<file path="config.mk">
export PLATFORM = sky130hd
export DESIGN_NAME = xsleena_irq_ctrl_flat
export DESIGN_NICKNAME = d
export VERILOG_FILES = /design/src/rtl/xsleena_irq_pkg.sv /design/src/rtl/xsleena_irq_ctrl_if.sv /design/src/rtl/xsleena_irq_latch.sv /design/src/rtl/xsleena_irq_ctrl.sv /design/src/flat_wrapper.sv
export SDC_FILE = /design/constraint.sdc
export NUM_CORES = 1
export LEC_CHECK = 0
export ABC_AREA = 1
export ABC_CLOCK_PERIOD_IN_PS = 800
export BUFFER_PORTS_ARGS = -buffer_cell sky130_fd_sc_hd__buf_4
export CAP_MARGIN = 20
export CORE_MARGIN = 3
export CORE_UTILIZATION = 43
export CTS_CLUSTER_SIZE = 30
export DETAILED_ROUTE_END_ITERATION = 12
export MAX_ROUTING_LAYER = met4
export PLACE_DENSITY = 0.78
export SLEW_MARGIN = 20
export SYNTH_ARGS = -nofsm -noshare
export SYNTH_HDL_FRONTEND = slang
export SYNTH_HIERARCHICAL = 1
export SYNTH_SLANG_ARGS = --single-unit
</file>
<file path="constraint.sdc">
create_clock -name clk -period 0.8 [get_ports clk]
set_input_delay 0.12 -clock clk [delete_from_list [all_inputs] [get_ports clk]]
set_output_delay 0.12 -clock clk [all_outputs]
set_load 0.01 [all_outputs]
</file>
<file path="src/rtl/xsleena_irq_pkg.sv">
// Shared types and source indices for the Xain'd Sleena interrupt controller.
// Pure declarations; no logic, no latency, no backpressure.
package xsleena_irq_pkg;

    typedef enum logic {
        IRQ_IDLE,
        IRQ_PENDING
    } irq_state_t;

    localparam int SRC_NMI  = 0;
    localparam int SRC_FIRQ = 1;
    localparam int SRC_IRQ  = 2;
    localparam int SRC_SUB  = 3;
    localparam int N_SRC    = 4;

endpackage

</file>
<file path="src/rtl/xsleena_irq_ctrl_if.sv">
// Decoded strobes, video timing and interrupt lines between the decoder/video side and the controller.
// Wires only; no latency, no backpressure.
interface xsleena_irq_ctrl_if #(
    parameter int VCNT_W    = 9,
    parameter int DBG_CNT_W = 8
);
    logic [VCNT_W-1:0]      VCNT;
    logic                   VBLK;
    logic                   W3A09n;
    logic                   W3A0An;
    logic                   W3A0Bn;
    logic                   W3A0Cn;
    logic                   SUB_IRQSETn;
    logic                   SUB_IRQCLRn;
    logic                   NMIn;
    logic                   FIRQn;
    logic                   IRQn;
    logic                   SUB_IRQn;
    logic [4*DBG_CNT_W-1:0] DBG_OVR;

    modport master (
        output VCNT, VBLK, W3A09n, W3A0An, W3A0Bn, W3A0Cn, SUB_IRQSETn, SUB_IRQCLRn,
        input  NMIn, FIRQn, IRQn, SUB_IRQn, DBG_OVR
    );

    modport slave (
        input  VCNT, VBLK, W3A09n, W3A0An, W3A0Bn, W3A0Cn, SUB_IRQSETn, SUB_IRQCLRn,
        output NMIn, FIRQn, IRQn, SUB_IRQn, DBG_OVR
    );

endinterface

</file>
<file path="src/rtl/xsleena_irq_latch.sv">
// One interrupt source: IDLE/PENDING latch with set-wins priority, optional overrun counter (XSLEENA_IRQ_DEBUG_EN).
// Latency: pend_n and ovr update one clk after set/clr. No backpressure; set while pending is an overrun.
import xsleena_irq_pkg::*;

module xsleena_irq_latch #(
    parameter int DBG_CNT_W = 8
) (
    input  logic                 clk,
    input  logic                 RST,
    input  logic                 set,
    input  logic                 clr,
    output logic                 pend_n,
    output logic [DBG_CNT_W-1:0] ovr
);

    irq_state_t state;

    always_ff @(posedge clk) begin
        if (RST) begin
            state  <= IRQ_IDLE;
            pend_n <= 1'b1;
        end else begin
            unique case (state)
                IRQ_IDLE: begin
                    if (set) begin
                        state  <= IRQ_PENDING;
                        pend_n <= 1'b0;
                    end
                end
                IRQ_PENDING: begin
                    // A fresh event arriving with the clear must not be lost.
                    if (clr && !set) begin
                        state  <= IRQ_IDLE;
                        pend_n <= 1'b1;
                    end
                end
            endcase
        end
    end

`ifdef XSLEENA_IRQ_DEBUG_EN
    always_ff @(posedge clk) begin
        if (RST) begin
            ovr <= '0;
        end else if (state == IRQ_PENDING && set && !clr && ovr != '1) begin
            ovr <= ovr + DBG_CNT_W'(1);
        end
    end
`else
    assign ovr = '0;
`endif

endmodule

</file>
<file path="src/rtl/xsleena_irq_ctrl.sv">
// Main/sub CPU interrupt generator: rising-edge detect on strobes and video timing feeding four held latches.
// Latency: line changes 2 clk after the raw input edge. No backpressure; lines hold until cleared.
// Optional overrun counters on DBG_OVR when XSLEENA_IRQ_DEBUG_EN is defined, else DBG_OVR is 0.
import xsleena_irq_pkg::*;

module xsleena_irq_ctrl #(
    parameter int FIRQ_BIT  = 3,
    parameter int VCNT_W    = 9,
    parameter int DBG_CNT_W = 8
) (
    input  logic              clk,
    input  logic              RST,
    xsleena_irq_ctrl_if.slave bus
);

    if (FIRQ_BIT >= VCNT_W) begin : g_bad_firq_bit
        $error("FIRQ_BIT must index into VCNT");
    end

    logic [N_SRC-1:0]     set_raw, clr_raw;
    logic [2*N_SRC-1:0]   raw, prev, ev;
    logic [N_SRC-1:0]     pend_n;
    logic [DBG_CNT_W-1:0] ovr [N_SRC];

    assign set_raw[SRC_NMI]  = bus.VBLK;
    assign set_raw[SRC_FIRQ] = bus.VCNT[FIRQ_BIT];
    assign set_raw[SRC_IRQ]  = bus.SUB_IRQSETn;
    assign set_raw[SRC_SUB]  = bus.W3A0Cn;

    assign clr_raw[SRC_NMI]  = bus.W3A09n;
    assign clr_raw[SRC_FIRQ] = bus.W3A0An;
    assign clr_raw[SRC_IRQ]  = bus.W3A0Bn;
    assign clr_raw[SRC_SUB]  = bus.SUB_IRQCLRn;

    assign raw = {clr_raw, set_raw};

    // History tracks the inputs even in reset so the first cycle after release sees no false edge.
    always_ff @(posedge clk) begin
        prev <= raw;
        if (RST) begin
            ev <= '0;
        end else begin
            ev <= raw & ~prev;
        end
    end

    for (genvar i = 0; i < N_SRC; i++) begin : g_src
        xsleena_irq_latch #(
            .DBG_CNT_W(DBG_CNT_W)
        ) u_latch (
            .clk   (clk),
            .RST   (RST),
            .set   (ev[i]),
            .clr   (ev[N_SRC+i]),
            .pend_n(pend_n[i]),
            .ovr   (ovr[i])
        );
        assign bus.DBG_OVR[i*DBG_CNT_W +: DBG_CNT_W] = ovr[i];
    end

    assign bus.NMIn     = pend_n[SRC_NMI];
    assign bus.FIRQn    = pend_n[SRC_FIRQ];
    assign bus.IRQn     = pend_n[SRC_IRQ];
    assign bus.SUB_IRQn = pend_n[SRC_SUB];

endmodule

</file>
<file path="src/flat_wrapper.sv">
// flat-port wrapper written by rule: the top's interface ports become plain ports
module xsleena_irq_ctrl_flat 
#(
    parameter int FIRQ_BIT  = 3,
    parameter int VCNT_W    = 9,
    parameter int DBG_CNT_W = 8
)
  (clk, RST, bus_VCNT, bus_VBLK, bus_W3A09n, bus_W3A0An, bus_W3A0Bn, bus_W3A0Cn, bus_SUB_IRQSETn, bus_SUB_IRQCLRn, bus_NMIn, bus_FIRQn, bus_IRQn, bus_SUB_IRQn, bus_DBG_OVR);
  xsleena_irq_ctrl_if #(.VCNT_W(VCNT_W), .DBG_CNT_W(DBG_CNT_W)) bus_i ();
  input  logic clk;
  input  logic RST;
  input wire logic [$bits(bus_i.VCNT)-1:0] bus_VCNT;
  input wire logic [$bits(bus_i.VBLK)-1:0] bus_VBLK;
  input wire logic [$bits(bus_i.W3A09n)-1:0] bus_W3A09n;
  input wire logic [$bits(bus_i.W3A0An)-1:0] bus_W3A0An;
  input wire logic [$bits(bus_i.W3A0Bn)-1:0] bus_W3A0Bn;
  input wire logic [$bits(bus_i.W3A0Cn)-1:0] bus_W3A0Cn;
  input wire logic [$bits(bus_i.SUB_IRQSETn)-1:0] bus_SUB_IRQSETn;
  input wire logic [$bits(bus_i.SUB_IRQCLRn)-1:0] bus_SUB_IRQCLRn;
  output wire logic [$bits(bus_i.NMIn)-1:0] bus_NMIn;
  output wire logic [$bits(bus_i.FIRQn)-1:0] bus_FIRQn;
  output wire logic [$bits(bus_i.IRQn)-1:0] bus_IRQn;
  output wire logic [$bits(bus_i.SUB_IRQn)-1:0] bus_SUB_IRQn;
  output wire logic [$bits(bus_i.DBG_OVR)-1:0] bus_DBG_OVR;
  assign bus_i.VCNT = bus_VCNT;
  assign bus_i.VBLK = bus_VBLK;
  assign bus_i.W3A09n = bus_W3A09n;
  assign bus_i.W3A0An = bus_W3A0An;
  assign bus_i.W3A0Bn = bus_W3A0Bn;
  assign bus_i.W3A0Cn = bus_W3A0Cn;
  assign bus_i.SUB_IRQSETn = bus_SUB_IRQSETn;
  assign bus_i.SUB_IRQCLRn = bus_SUB_IRQCLRn;
  assign bus_NMIn = bus_i.NMIn;
  assign bus_FIRQn = bus_i.FIRQn;
  assign bus_IRQn = bus_i.IRQn;
  assign bus_SUB_IRQn = bus_i.SUB_IRQn;
  assign bus_DBG_OVR = bus_i.DBG_OVR;
  xsleena_irq_ctrl #(.FIRQ_BIT(FIRQ_BIT), .VCNT_W(VCNT_W), .DBG_CNT_W(DBG_CNT_W)) u_core (.clk(clk), .RST(RST), .bus(bus_i));
endmodule
</file>
## Word level (Yosys, flattened, before mapping)

Cells that the tools add are included.

| word-level totals | value |
|---|---|
| bits in registers | 24 |
| output and inout port bits | 36 |
| logic and storage cells | 60 |

| cells by class | value |
|---|---|
| eq/ne operators | 8 |
| mux-type cells | 24 |
| bitwise gates (word level) | 6 |
| reductions and logical operators | 12 |

Operators with widths:

| kind | number |
|---|---|
| 1-bit two-way mux | 16 |
| 2-bit by 1-bit != test with 1-bit output, second input constant | 8 |
| 1-bit one-hot mux with 2 select lines | 8 |
| 8-bit AND | 1 |
| 8-bit inverter | 1 |
| 2-bit AND reduction | 4 |
| 1-bit logical AND | 4 |
| 1-bit logical NOT | 4 |
| 1-bit inverter | 4 |

## Longest topological paths before layout

| depth | value |
|---|---|
| word-level depth | 4 |
| mapped depth | 4 |
| gate-level depth less buffers | 4 |

## Hierarchy

Netlist, hierarchy kept.

Modules (own cells, without submodules):

| module | instances | cells each | area each (µm²) | seq. area each (µm²) |
|---|---|---|---|---|
| xsleena_irq_latch | 4 | 22 | 150.1 | 40.0 |
| xsleena_irq_ctrl | 1 | 33 | 384.1 | 320.3 |

## Worst setup path before layout

Ideal clock, no wire load.

| timing path | value |
|---|---|
| path kind | register -> register |
| start point | register u_core.ev[0] |
| end point | register u_core.g_src[0].u_latch.pend_n |
| arrival | 487 ps |
| data required time | 681 ps |
| slack | 193 ps |
| cell stages (with the launch flop) | 4 |
| path buffers | 0 |
| period minus slack after synthesis | 607 ps |
| cells stage by stage | dfxtp_1 -> inv_2 -> nand3_1 -> nand3_1 |

| on the way | value |
|---|---|
| word-level cells in the longest chain between the ends | 4 |

RTL lines:

| element | line | source |
|---|---|---|
| start: declaration | xsleena_irq_ctrl.sv:21 | `logic [2*N_SRC-1:0] raw, prev, ev;` |
| start signal: assignment | xsleena_irq_ctrl.sv:43 | `ev <= raw & ~prev;` |
| 1-bit logical NOT | xsleena_irq_latch.sv:32 | `if (clr && !set) begin` |
| 1-bit logical AND | xsleena_irq_latch.sv:32 |  |
| 2-bit by 1-bit != test with 1-bit output (no source line) | n/a |  |
| 2-bit AND reduction (no source line) * | n/a |  |
| end signal: assignment | xsleena_irq_latch.sv:21 | `pend_n <= 1'b1;` |
| end signal: assignment | xsleena_irq_latch.sv:27 | `pend_n <= 1'b0;` |
| end signal: assignment | xsleena_irq_latch.sv:34 | `pend_n <= 1'b1;` |
| end: declaration | xsleena_irq_latch.sv:12 | `output logic pend_n,` |

Mark *: on every way between the ends. The rest lies on a longest branch, timed or not.
A chain may end at the register's enable or synchronous reset.

## Worst setup path after layout

| timing path | value |
|---|---|
| start point | register u_core.g_src[1].u_latch.pend_n |
| end point | output port bus_FIRQn |

RTL lines:

| element | line | source |
|---|---|---|
| start: declaration | xsleena_irq_latch.sv:12 |  |
| start signal: assignment | xsleena_irq_latch.sv:21 |  |
| start signal: assignment | xsleena_irq_latch.sv:27 |  |
| start signal: assignment | xsleena_irq_latch.sv:34 |  |
| end: declaration | flat_wrapper.sv:21 | `output wire logic [$bits(bus_i.FIRQn)-1:0] bus_FIRQn;` |

No word-level cell between the ends.

==> metrics.txt <==
Synth-to-Final Area Change=12.07%; worst reg2reg startpoint=u_core/ev[2]$_SDFF_PP0_; data required time of the critical path=680 ps; final std cells w/o fill=168; final setup fails=4; DRC viols=0; Hold Crit Depth=3; Ys Warns=6; CP Max Fanout=2; # port buffers=13; Initial DRC Count=5; total of max-cap violations=0; clock sinks=24; R2R setup slack=130 ps; Crit path depth=1; final setup margin=-72.47 ps; number of synthesized register bits=24; fmax=1.146 GHz; Tot GR Track Use=11.25%; Place WS=154.0 ps; Fin Setup TNS=-273.9 ps; row count=16; CP max stage cell=dfxtp_2; worst-case vdd ir drop=0.001350 V; ant diodes=0; Worst Hold Class=input port to register; RR Endpoint=u_core/g_src[2].u_latch/state$_SDFF_PP0_; Max Slew Vio Count=0; Critical Path Source Type=register; clk_lat worst skew=~300 ps; post-synthesis cell type count=9; initial antenna violation count=0; TritonCTS Buffers=3; Crit. End Element=output port; vias in the first global route=slightly below 600; Post-Syn Area=about 980 um^2; Post-DP HPWL=1005 um; Pleak=0.5484 nW; critical-path cell list=buf_6; unrepaired setup endpoints after global routing=true; reg2reg path depth=4; # nets final=161; largest net degree at the start of global routing=13; commonest non-fill, non-tap cell in the layout=conb_1; CP delay by family, top=flip-flops; Initial Util=a little under half; minimum clock period=872.5 ps; Die Wd=53.86 um; drt first pass iters=4; WS Path Type=register to output port; Worst Path Arrival=750 ps; H-tree depth=1; Avg Cell Area, Syn=slightly above 8 um^2; die height=about 54 um; fin crit share=109.1%; crit-path max cell delay=340 ps; share of cells above drive strength 1=about 21%; most frequent cells in the layout=conb_1, nand2_1, dfxtp_1; CP Buf/Inv Count=1; routed len/inst=between 7 and 8 um; Worst Hold Launch=RST; status=complete, but fails checks; GRT Residual Overflow=0; Detail Route Antenna Nets=0; I/O pin count=54; Vias=between 600 and 700; CORE AREA=just over 2000 um^2; DR vias/cell=3.887; routability cong.=0.5782; Final Skew=3.433 ps; first-pass GRT wire length=2180 um; CTS clk-pin slew, worst paths=110 ps; Bufs on Longest Clock Path=2; Die Area=2900 um^2; Crit. Startpoint=u_core/g_src[1].u_latch/pend_n$_SDFFE_PP1P_; Mapped Cells=121; Power Density=~1800 nW/um^2; failing checks=negative setup slack; Hold Path End=u_core/g_src[3].u_latch/pend_n$_SDFFE_PP1P_; final WL=around 1300 um; CTS tree=yes; final hold violation count=0; CTS Root Cell=clkbuf_4; Core Util, Final=approximately 54%; Seq/Total Area, Yosys=48.79%; placed cells=157
worst reg2reg max path, delay by kind of cell (launching register included):
kind,cells,cell delay (ps)
flip-flops,1,380
buffers and inverters,1,50
AND/OR/NAND/NOR,3,190
layout make-up:
cell class	count	area (um^2)
Tap cell	27	33.78
Fill cell	204	958.4
Timing Repair Buffer	21	192.7
Clock buffer	3	22.52
Inverter	13	48.80
Sequential cell	24	485.5
Multi-Input combinational cell	80	320.3
stage by stage:
step / area (um^2) / hold slack (ps) / power [W]
CTS: 1104 / 71.53 / 0.002037
detailed placement: 980.9 / 235.7 / 0.001520
global placement: 980.9 / 233.3 / 0.001510
global route: 1104 / 75.00 / 0.002132
floorplan: 1090 / 147.7 / 0.001562
finish: 1104 / 79.76 / 0.002020
worst max path at each step:
stage,slack (ps),endpoint
after floorplan,190,u_core/g_src[0].u_latch/pend_n$_SDFFE_PP1P_
after global placement,170,u_core/g_src[2].u_latch/pend_n$_SDFFE_PP1P_
after detailed placement,150,u_core/g_src[3].u_latch/pend_n$_SDFFE_PP1P_
after CTS,-90,bus_FIRQn
after global routing,-120,bus_FIRQn
final,-70,bus_FIRQn
state kept, by name (all words and copies together), names as in the netlist:
register                     flops
u_core/ev                        8
u_core/g_src.u_latch/pend_n      4
u_core/prev                      8
u_core/g_src.u_latch/state       4
timing repair:
| action | CTS | global route |
|---|---|---|
| buffers inserted | 0 | 0 |
| hold buffers | 8 | 0 |
| cloned | 0 | 0 |
| gates resized for setup | 8 | 0 |
| hold endpoints to repair | 8 | 0 |
| setup endpoints to repair | 4 | 4 |
logic make-up after synthesis:
group,synth area share [%]
buf+inv,29.35
flops,48.79
other cells,1.524
simple gates,20.33
synth_stat cells:
cell type,instances,area [um^2]
buf_4,32,240.2
conb_1,4,15.01
dfxtp_1,24,480.5
inv_2,5,18.77
inv_1,8,30.03
nand2_1,24,90.09
nand3_1,8,40.04
nor2_1,12,45.04
nor2_2,4,25.02
layer usage:
| metal | share of wire [%] | vias to the layer above | global-route usage [%] |
|---|---|---|---|
| met5 | 0 | - | - |
| met4 | 0 | 0 | 2.553 |
| met3 | 10 | 0 | 5.817 |
| met2 | 57 | 31 | 22.38 |
| met1 | 33 | 286 | 8.636 |
| li1 | - | 336 | - |
where the power goes:
group | switching (W) | internal, W | leakage [nW]
combinational | 0.000147 | 0.000105 | 0.337
clock | 0.000307 | 0.000175 | 0.0138
sequential | 0.0000303 | 0.00126 | 0.197
total | 0.000484 | 0.00154 | 0.548
(Power assumes the default switching activity.)
